--- src/rtl/alu_op_issue_if.sv ---
// Command/result bundle between a command source, alu_op_issue and alu_simple.
// master: the side that supplies commands and the ALU result (bench / upstream).
// slave:  alu_op_issue itself.
interface alu_op_issue_if #(
    parameter int W = 16
);
    logic         in_valid;
    logic         in_ready;
    logic [W-1:0] in_a;
    logic [W-1:0] in_b;
    logic [1:0]   in_sel;
    logic         issue_en;
    logic         flush;
    logic [W-1:0] alu_a;
    logic [W-1:0] alu_b;
    logic [1:0]   alu_sel;
    logic [W-1:0] alu_y;
    logic         res_valid;
    logic [W-1:0] res_y;
    logic [1:0]   res_sel;
    logic         busy;

    modport master (
        output in_valid, in_a, in_b, in_sel, issue_en, flush, alu_y,
        input  in_ready, alu_a, alu_b, alu_sel, res_valid, res_y, res_sel, busy
    );

    modport slave (
        input  in_valid, in_a, in_b, in_sel, issue_en, flush, alu_y,
        output in_ready, alu_a, alu_b, alu_sel, res_valid, res_y, res_sel, busy
    );
endinterface

--- src/rtl/alu_op_issue.sv ---
// alu_op_issue: command FIFO and issue stage in front of alu_simple.
// Buffers ops, issues at most one per cycle, delays alu_sel one cycle to meet
// the ALU's operand registers, and tracks in-flight ops to tag returning results.
// Optional: define ALU_ISSUE_CNT_EN to add the 16-bit issue_cnt output.
module alu_op_issue #(
    parameter int W     = 16,
    parameter int DEPTH = 4
) (
    input  logic        clk,
    input  logic        rst,
`ifdef ALU_ISSUE_CNT_EN
    output logic [15:0] issue_cnt,
`endif
    alu_op_issue_if.slave bus
);
    localparam int AW = $clog2(DEPTH);
    localparam logic [AW:0] PTR_ONE = (AW+1)'(1);

    typedef enum logic [1:0] {IDLE, RUN, DRAIN} state_t;

    state_t         state, state_nxt;
    logic [W-1:0]   mem_a   [DEPTH];
    logic [W-1:0]   mem_b   [DEPTH];
    logic [1:0]     mem_sel [DEPTH];
    logic [AW:0]    wr_ptr, rd_ptr, wr_nxt, rd_nxt;
    logic           fifo_empty, fifo_full, push, pop, rdy_en;
    logic [W-1:0]   alu_a_q, alu_b_q, res_y_q;
    logic [1:0]     issue_sel, alu_sel_q;
    logic           issue_v;
    logic [2:0]     trk_v;
    logic [2:0][1:0] trk_sel;

    assign fifo_empty = (wr_ptr == rd_ptr);
    assign fifo_full  = (wr_ptr[AW] != rd_ptr[AW]) && (wr_ptr[AW-1:0] == rd_ptr[AW-1:0]);

    // rdy_en keeps in_ready low through reset and for the first cycle after release
    assign bus.in_ready = rdy_en & !fifo_full & !bus.flush & (state != DRAIN);
    assign push         = bus.in_valid & bus.in_ready;
    assign pop          = !fifo_empty & bus.issue_en & !bus.flush & (state != DRAIN);

    assign wr_nxt = push ? wr_ptr + PTR_ONE : wr_ptr;
    assign rd_nxt = pop  ? rd_ptr + PTR_ONE : rd_ptr;

    assign bus.alu_a     = alu_a_q;
    assign bus.alu_b     = alu_b_q;
    assign bus.alu_sel   = alu_sel_q;
    assign bus.res_valid = trk_v[2];
    assign bus.res_sel   = trk_sel[2];
    assign bus.res_y     = res_y_q;
    assign bus.busy      = !fifo_empty | issue_v | (|trk_v);

    // FIFO storage (data only, no reset needed)
    always_ff @(posedge clk) begin
        if (push) begin
            mem_a[wr_ptr[AW-1:0]]   <= bus.in_a;
            mem_b[wr_ptr[AW-1:0]]   <= bus.in_b;
            mem_sel[wr_ptr[AW-1:0]] <= bus.in_sel;
        end
    end

    // FIFO pointers; flush empties the queue by catching the read pointer up
    always_ff @(posedge clk or posedge rst) begin
        if (rst) begin
            wr_ptr <= '0;
            rd_ptr <= '0;
            rdy_en <= 1'b0;
        end else begin
            rdy_en <= 1'b1;
            wr_ptr <= wr_nxt;
            rd_ptr <= bus.flush ? wr_ptr : rd_nxt;
        end
    end

    // Issue stage: operands registered at the pop, sel follows one cycle later
    always_ff @(posedge clk or posedge rst) begin
        if (rst) begin
            alu_a_q   <= '0;
            alu_b_q   <= '0;
            issue_sel <= '0;
            issue_v   <= 1'b0;
            alu_sel_q <= '0;
        end else begin
            alu_a_q   <= pop ? mem_a[rd_ptr[AW-1:0]]   : '0;
            alu_b_q   <= pop ? mem_b[rd_ptr[AW-1:0]]   : '0;
            issue_sel <= pop ? mem_sel[rd_ptr[AW-1:0]] : '0;
            issue_v   <= pop;
            alu_sel_q <= issue_sel;
        end
    end

    // In-flight tracker; res_y only captures when a tracked result is on alu_y,
    // so stale ALU contents after reset never leak out
    always_ff @(posedge clk or posedge rst) begin
        if (rst) begin
            trk_v   <= '0;
            trk_sel <= '0;
            res_y_q <= '0;
        end else begin
            trk_v   <= {trk_v[1:0], issue_v};
            trk_sel <= {trk_sel[1:0], issue_sel};
            if (trk_v[1]) res_y_q <= bus.alu_y;
        end
    end

`ifdef ALU_ISSUE_CNT_EN
    // Count of ops popped toward the ALU; wraps naturally, untouched by flush
    always_ff @(posedge clk or posedge rst) begin
        if (rst)      issue_cnt <= '0;
        else if (pop) issue_cnt <= issue_cnt + 16'd1;
    end
`endif

    // State register
    always_ff @(posedge clk or posedge rst) begin
        if (rst) state <= IDLE;
        else     state <= state_nxt;
    end

    // Next state reflects occupancy of the coming cycle, so DRAIN hands over to
    // IDLE in the same cycle busy first drops
    always_comb begin
        state_nxt = state;
        if (bus.flush) begin
            state_nxt = DRAIN;
        end else if (state == DRAIN) begin
            if (!(issue_v | trk_v[0] | trk_v[1])) state_nxt = IDLE;
        end else if ((wr_nxt != rd_nxt) | pop | issue_v | trk_v[0] | trk_v[1]) begin
            state_nxt = RUN;
        end else begin
            state_nxt = IDLE;
        end
    end
endmodule
--- src/flat_wrapper.sv ---
// flat-port wrapper written by rule: the top's interface ports become plain ports
module alu_op_issue_flat 
#(
    parameter int W     = 16,
    parameter int DEPTH = 4
)
  (clk, rst, bus_in_valid, bus_in_a, bus_in_b, bus_in_sel, bus_issue_en, bus_flush, bus_alu_y, bus_in_ready, bus_alu_a, bus_alu_b, bus_alu_sel, bus_res_valid, bus_res_y, bus_res_sel, bus_busy);
  alu_op_issue_if #(.W(W)) bus_i ();
  input  logic clk;
  input  logic rst;
  input wire logic [$bits(bus_i.in_valid)-1:0] bus_in_valid;
  input wire logic [$bits(bus_i.in_a)-1:0] bus_in_a;
  input wire logic [$bits(bus_i.in_b)-1:0] bus_in_b;
  input wire logic [$bits(bus_i.in_sel)-1:0] bus_in_sel;
  input wire logic [$bits(bus_i.issue_en)-1:0] bus_issue_en;
  input wire logic [$bits(bus_i.flush)-1:0] bus_flush;
  input wire logic [$bits(bus_i.alu_y)-1:0] bus_alu_y;
  output wire logic [$bits(bus_i.in_ready)-1:0] bus_in_ready;
  output wire logic [$bits(bus_i.alu_a)-1:0] bus_alu_a;
  output wire logic [$bits(bus_i.alu_b)-1:0] bus_alu_b;
  output wire logic [$bits(bus_i.alu_sel)-1:0] bus_alu_sel;
  output wire logic [$bits(bus_i.res_valid)-1:0] bus_res_valid;
  output wire logic [$bits(bus_i.res_y)-1:0] bus_res_y;
  output wire logic [$bits(bus_i.res_sel)-1:0] bus_res_sel;
  output wire logic [$bits(bus_i.busy)-1:0] bus_busy;
  assign bus_i.in_valid = bus_in_valid;
  assign bus_i.in_a = bus_in_a;
  assign bus_i.in_b = bus_in_b;
  assign bus_i.in_sel = bus_in_sel;
  assign bus_i.issue_en = bus_issue_en;
  assign bus_i.flush = bus_flush;
  assign bus_i.alu_y = bus_alu_y;
  assign bus_in_ready = bus_i.in_ready;
  assign bus_alu_a = bus_i.alu_a;
  assign bus_alu_b = bus_i.alu_b;
  assign bus_alu_sel = bus_i.alu_sel;
  assign bus_res_valid = bus_i.res_valid;
  assign bus_res_y = bus_i.res_y;
  assign bus_res_sel = bus_i.res_sel;
  assign bus_busy = bus_i.busy;
  alu_op_issue #(.W(W), .DEPTH(DEPTH)) u_core (.clk(clk), .rst(rst), .bus(bus_i));
endmodule
--- config.mk ---
export PLATFORM = sky130hd
export DESIGN_NAME = alu_op_issue_flat
export DESIGN_NICKNAME = d
export VERILOG_FILES = /design/src/rtl/alu_op_issue_if.sv /design/src/rtl/alu_op_issue.sv /design/src/flat_wrapper.sv
export SDC_FILE = /design/constraint.sdc
export NUM_CORES = 1
export LEC_CHECK = 0
export CAP_MARGIN = 20
export CORE_MARGIN = 2
export CORE_UTILIZATION = 47
export CTS_CLUSTER_DIAMETER = 80
export CTS_CLUSTER_SIZE = 20
export DETAILED_ROUTE_END_ITERATION = 8
export DONT_BUFFER_PORTS = 1
export GPL_ROUTABILITY_DRIVEN = 0
export GPL_TIMING_DRIVEN = 0
export SYNTH_ARGS = -nofsm -noshare
export SYNTH_HDL_FRONTEND = slang
export SYNTH_SLANG_ARGS = --single-unit
--- constraint.sdc ---
create_clock -name clk -period 3 [get_ports clk]
set_input_delay 0.6 -clock clk [delete_from_list [all_inputs] [get_ports clk]]
set_output_delay 0.6 -clock clk [all_outputs]
set_load 0.1 [all_outputs]
==> metrics.txt <==
status=finished clean; worst clock skew=roughly 0.032 ns; Layout Area Growth over Synthesis=10.3%; Inserted Clock Buffers=14; height of the die=between 100 and 150 um; Clock Pin Slew Worst Setup and Hold Paths=~0.080 ns; most numerous cell in the Yosys netlist=edfxtp_1; largest family of logic cells by synthesized area=multiplexers; YS warnings=0; fillcell total=about 1,300; # H-tree levels=1; FP Rows=46; Die X=around 130 um; unique cell type count in the Yosys netlist=40; Total Neg Setup Slack=0 ns; initial drt markers=140; simple-gate share of the synthesized area=0.0463; startpoint types=flop; Post-Syn Instances=about 360; syn avg cell area=20.6 um2; TritonCTS Sinks=205; Async SR Flop Fraction=0.337; share of the synthesized area in the top cell type=0.544; drc violations=0; Adder-Cell Fraction of Synth Area=0.00833; Core Region=around 16,000 um2; Rel. slew slack=0.335; RSZ-0062 raised after global routing=no; vias in the first global route=3,563; Synth Net Count=424; #FFs+latches synth=205; WP data arrival=2.86 ns; Hold Crit Class=input port to flop; wire length of the first global-routing pass=about 19 mm; HP Start=bus_in_a[2]; Slew Viols, Final=0; CP max FO=34; port bufs=0; max-cap violation count=0; CP peak stage delay=between 0.8 and 0.9 ns; Setup Buffers After CTS=0; Worst Tran Pin Value=~1.0 ns; synth cell count leaders=edfxtp_1, dfrtp_1, nor2b_1, mux4_2, mux2_2; Total GRT Usage=0.151; Final Net Count=roughly 450; Post-synth EDFFs=136; area occupied by registers=between 5000 and 6000 um2; critical path's slowest cell=and3_2; final core utilization=0.526; post-DP HPWL=7.52 mm; drt first pass iters=4; Compound-Gate Fraction of Synth Area=0.0153; TritonCTS clock tree=done; crit path kind=flop to flop; reg2reg start=u_core.rd_ptr[1]$_DFF_PP0_; total congestion overflow=0; clock period minus worst slack=~2.8 ns; commonest register cell after synthesis=edfxtp_1; peak supply drop=0.567 mV; clk root buf=clkbuf_16; fraction of layout cells with a size suffix above 1=0.239; via count=3,235; initial antenna violation count=0; Area contributors post-synth=edfxtp_1, dfrtp_1, mux4_2; Yosys top cell by area=edfxtp_1; post-synthesis xor/xnor area fraction=0.0102; worst-skew pair later-pin latency=0.48 ns; fmax=about 360 MHz; die area=roughly 17,000 um2; R2R cell count=6; Via-to-Cell Ratio=5.31; I/O pin total=between 100 and 150; Routed Antenna Nets=0; Initial Util=0.476; PD cells=about 1000 nW/um2; CP cell instances=buf_6, xnor2_2, a311oi_4, buf_16, buf_1, and3_2; area taken by multi-input logic gates=roughly 1600 um2; ant diodes=0; # setup viols final=0; Req. time, crit path=~3 ns; largest net degree at the start of global routing=55; register area share after synthesis=0.773; final-report hold violation count=0; DR WL/cell=20.5 um; mux share of post-synthesis cell area=0.129; critical path launch point=u_core.rd_ptr[1]$_DFF_PP0_; wirelength, routed=12.5 mm; Max Root-Sink Buffers=3; CP Capture Type=flop; hold path cells=0; cts repair resizes=0; Leak=2.97 nW; Mapped Area=around 7500 um2; post-route clock period utilization=0.927
[worst max-delay path, delay by kind of cell, from the launching register on]
kind                      cells  cell delay (ns)
xor gates and xnor gates      1             0.16
and+or+nand+nor               1             0.84
DFF                           1             0.40
AOI/OAI and AO/OA             1             0.49
buffers and inverters         3             0.49
[final timing paths]
| path | to | slack (ns) |
|---|---|---|
| setup reg to reg | u_core.mem_a[2][11]$_DFFE_PP_ | 0.22 |
| setup / recovery | u_core.mem_a[2][11]$_DFFE_PP_ | 0.22 |
| hold reg to reg | u_core.bus.alu_sel[0]$_DFF_PP0_ | 0.35 |
| max in group asynchronous | u_core.rdy_en$_DFF_PP0_ | 1.89 |
| min in group asynchronous | u_core.bus.alu_a[0]$_DFF_PP0_ | 0.54 |
| hold / removal | u_core.mem_a[1][2]$_DFFE_PP_ | 0.21 |
[repair_timing]
action	in CTS	in global routing
endpoints found under the hold margin	15	0
hold buffers	1	0
setup endpoints to repair	0	0
[sequential cells by signal, indices dropped and copies added, names as in the netlist]
| signal | flops |
|---|---|
| u_core.bus.alu_b | 16 |
| u_core.bus.res_y | 16 |
| u_core.bus.alu_a | 16 |
| u_core.rdy_en | 1 |
| u_core.mem_b | 64 |
| u_core.trk_v | 3 |
| u_core.wr_ptr | 3 |
| u_core.issue_sel | 2 |
| u_core.trk_sel | 2 |
| u_core.bus.res_sel | 2 |
| u_core.state | 2 |
| u_core.mem_a | 64 |
| u_core.mem_sel | 8 |
| u_core.rd_ptr | 3 |
| u_core.bus.alu_sel | 2 |
| u_core.issue_v | 1 |
[cells in the final DEF (no fill, tap or decap), types with 4 or more instances in the layout]
cell type / n
edfxtp_1: 136
dfrtp_1: 69
nor2b_1: 35
mux4_2: 33
mux2_2: 16
clkbuf_16: 14
clkbuf_1: 11
buf_2: 7
nand2_1: 5
ha_1: 5
and3_2: 4
buf_4: 4
[final cells by class]
type	count	share of cell area
sequential	205	0.701
multi-input combinational	136	0.191
clock buffer	21	0.0454
tap	216	0.0326
buffer	19	0.0134
timing repair buffer	5	0.0101
clock inverter	3	0.00453
inverter	4	0.00211
[per-layer routing]
metal / share of wire / global-route usage
met2: 0.49 / 0.259
met5: 0 / 0
met4: 0.019 / 0.0344
met3: 0.094 / 0.0651
met1: 0.39 / 0.179
[where the power goes]
part / total, mW / switching (mW) / leakage, nW / internal, mW
registers: 4.88 / 1.55 / 2.12 / 3.32
clock network: 1.79 / 0.902 / 0.198 / 0.893
logic: 1.62 / 0.829 / 0.647 / 0.792
[cells by family after synthesis]
group                      after synthesis
DFF                                    205
muxes                                   52
buffers and inverters                   23
adders and majority gates                5
other                                    1
AOI/OAI and AO/OA                       13
xor gates and xnor gates                 7
and+or+nand+nor                         58
[metrics by stage]
| step | hold slack (ns) | power, mW | instances | cell area, um2 | worst slack [ns] |
|---|---|---|---|---|---|
| after floorplan | 0.331 | 6.24 | 364 | 7520 | -0.0503 |
| after global placement | 0.334 | 6.53 | 580 | 7790 | -0.597 |
| after detailed placement | 0.335 | 6.61 | 584 | 7860 | -0.0855 |
| after CTS | 0.191 | 8.42 | 609 | 8290 | 0.130 |
| after global routing | 0.184 | 8.66 | 609 | 8290 | 0.0210 |
| final | 0.207 | 8.29 | 609 | 8290 | 0.220 |
No activity file was read; power rests on OpenSTA's default activity.
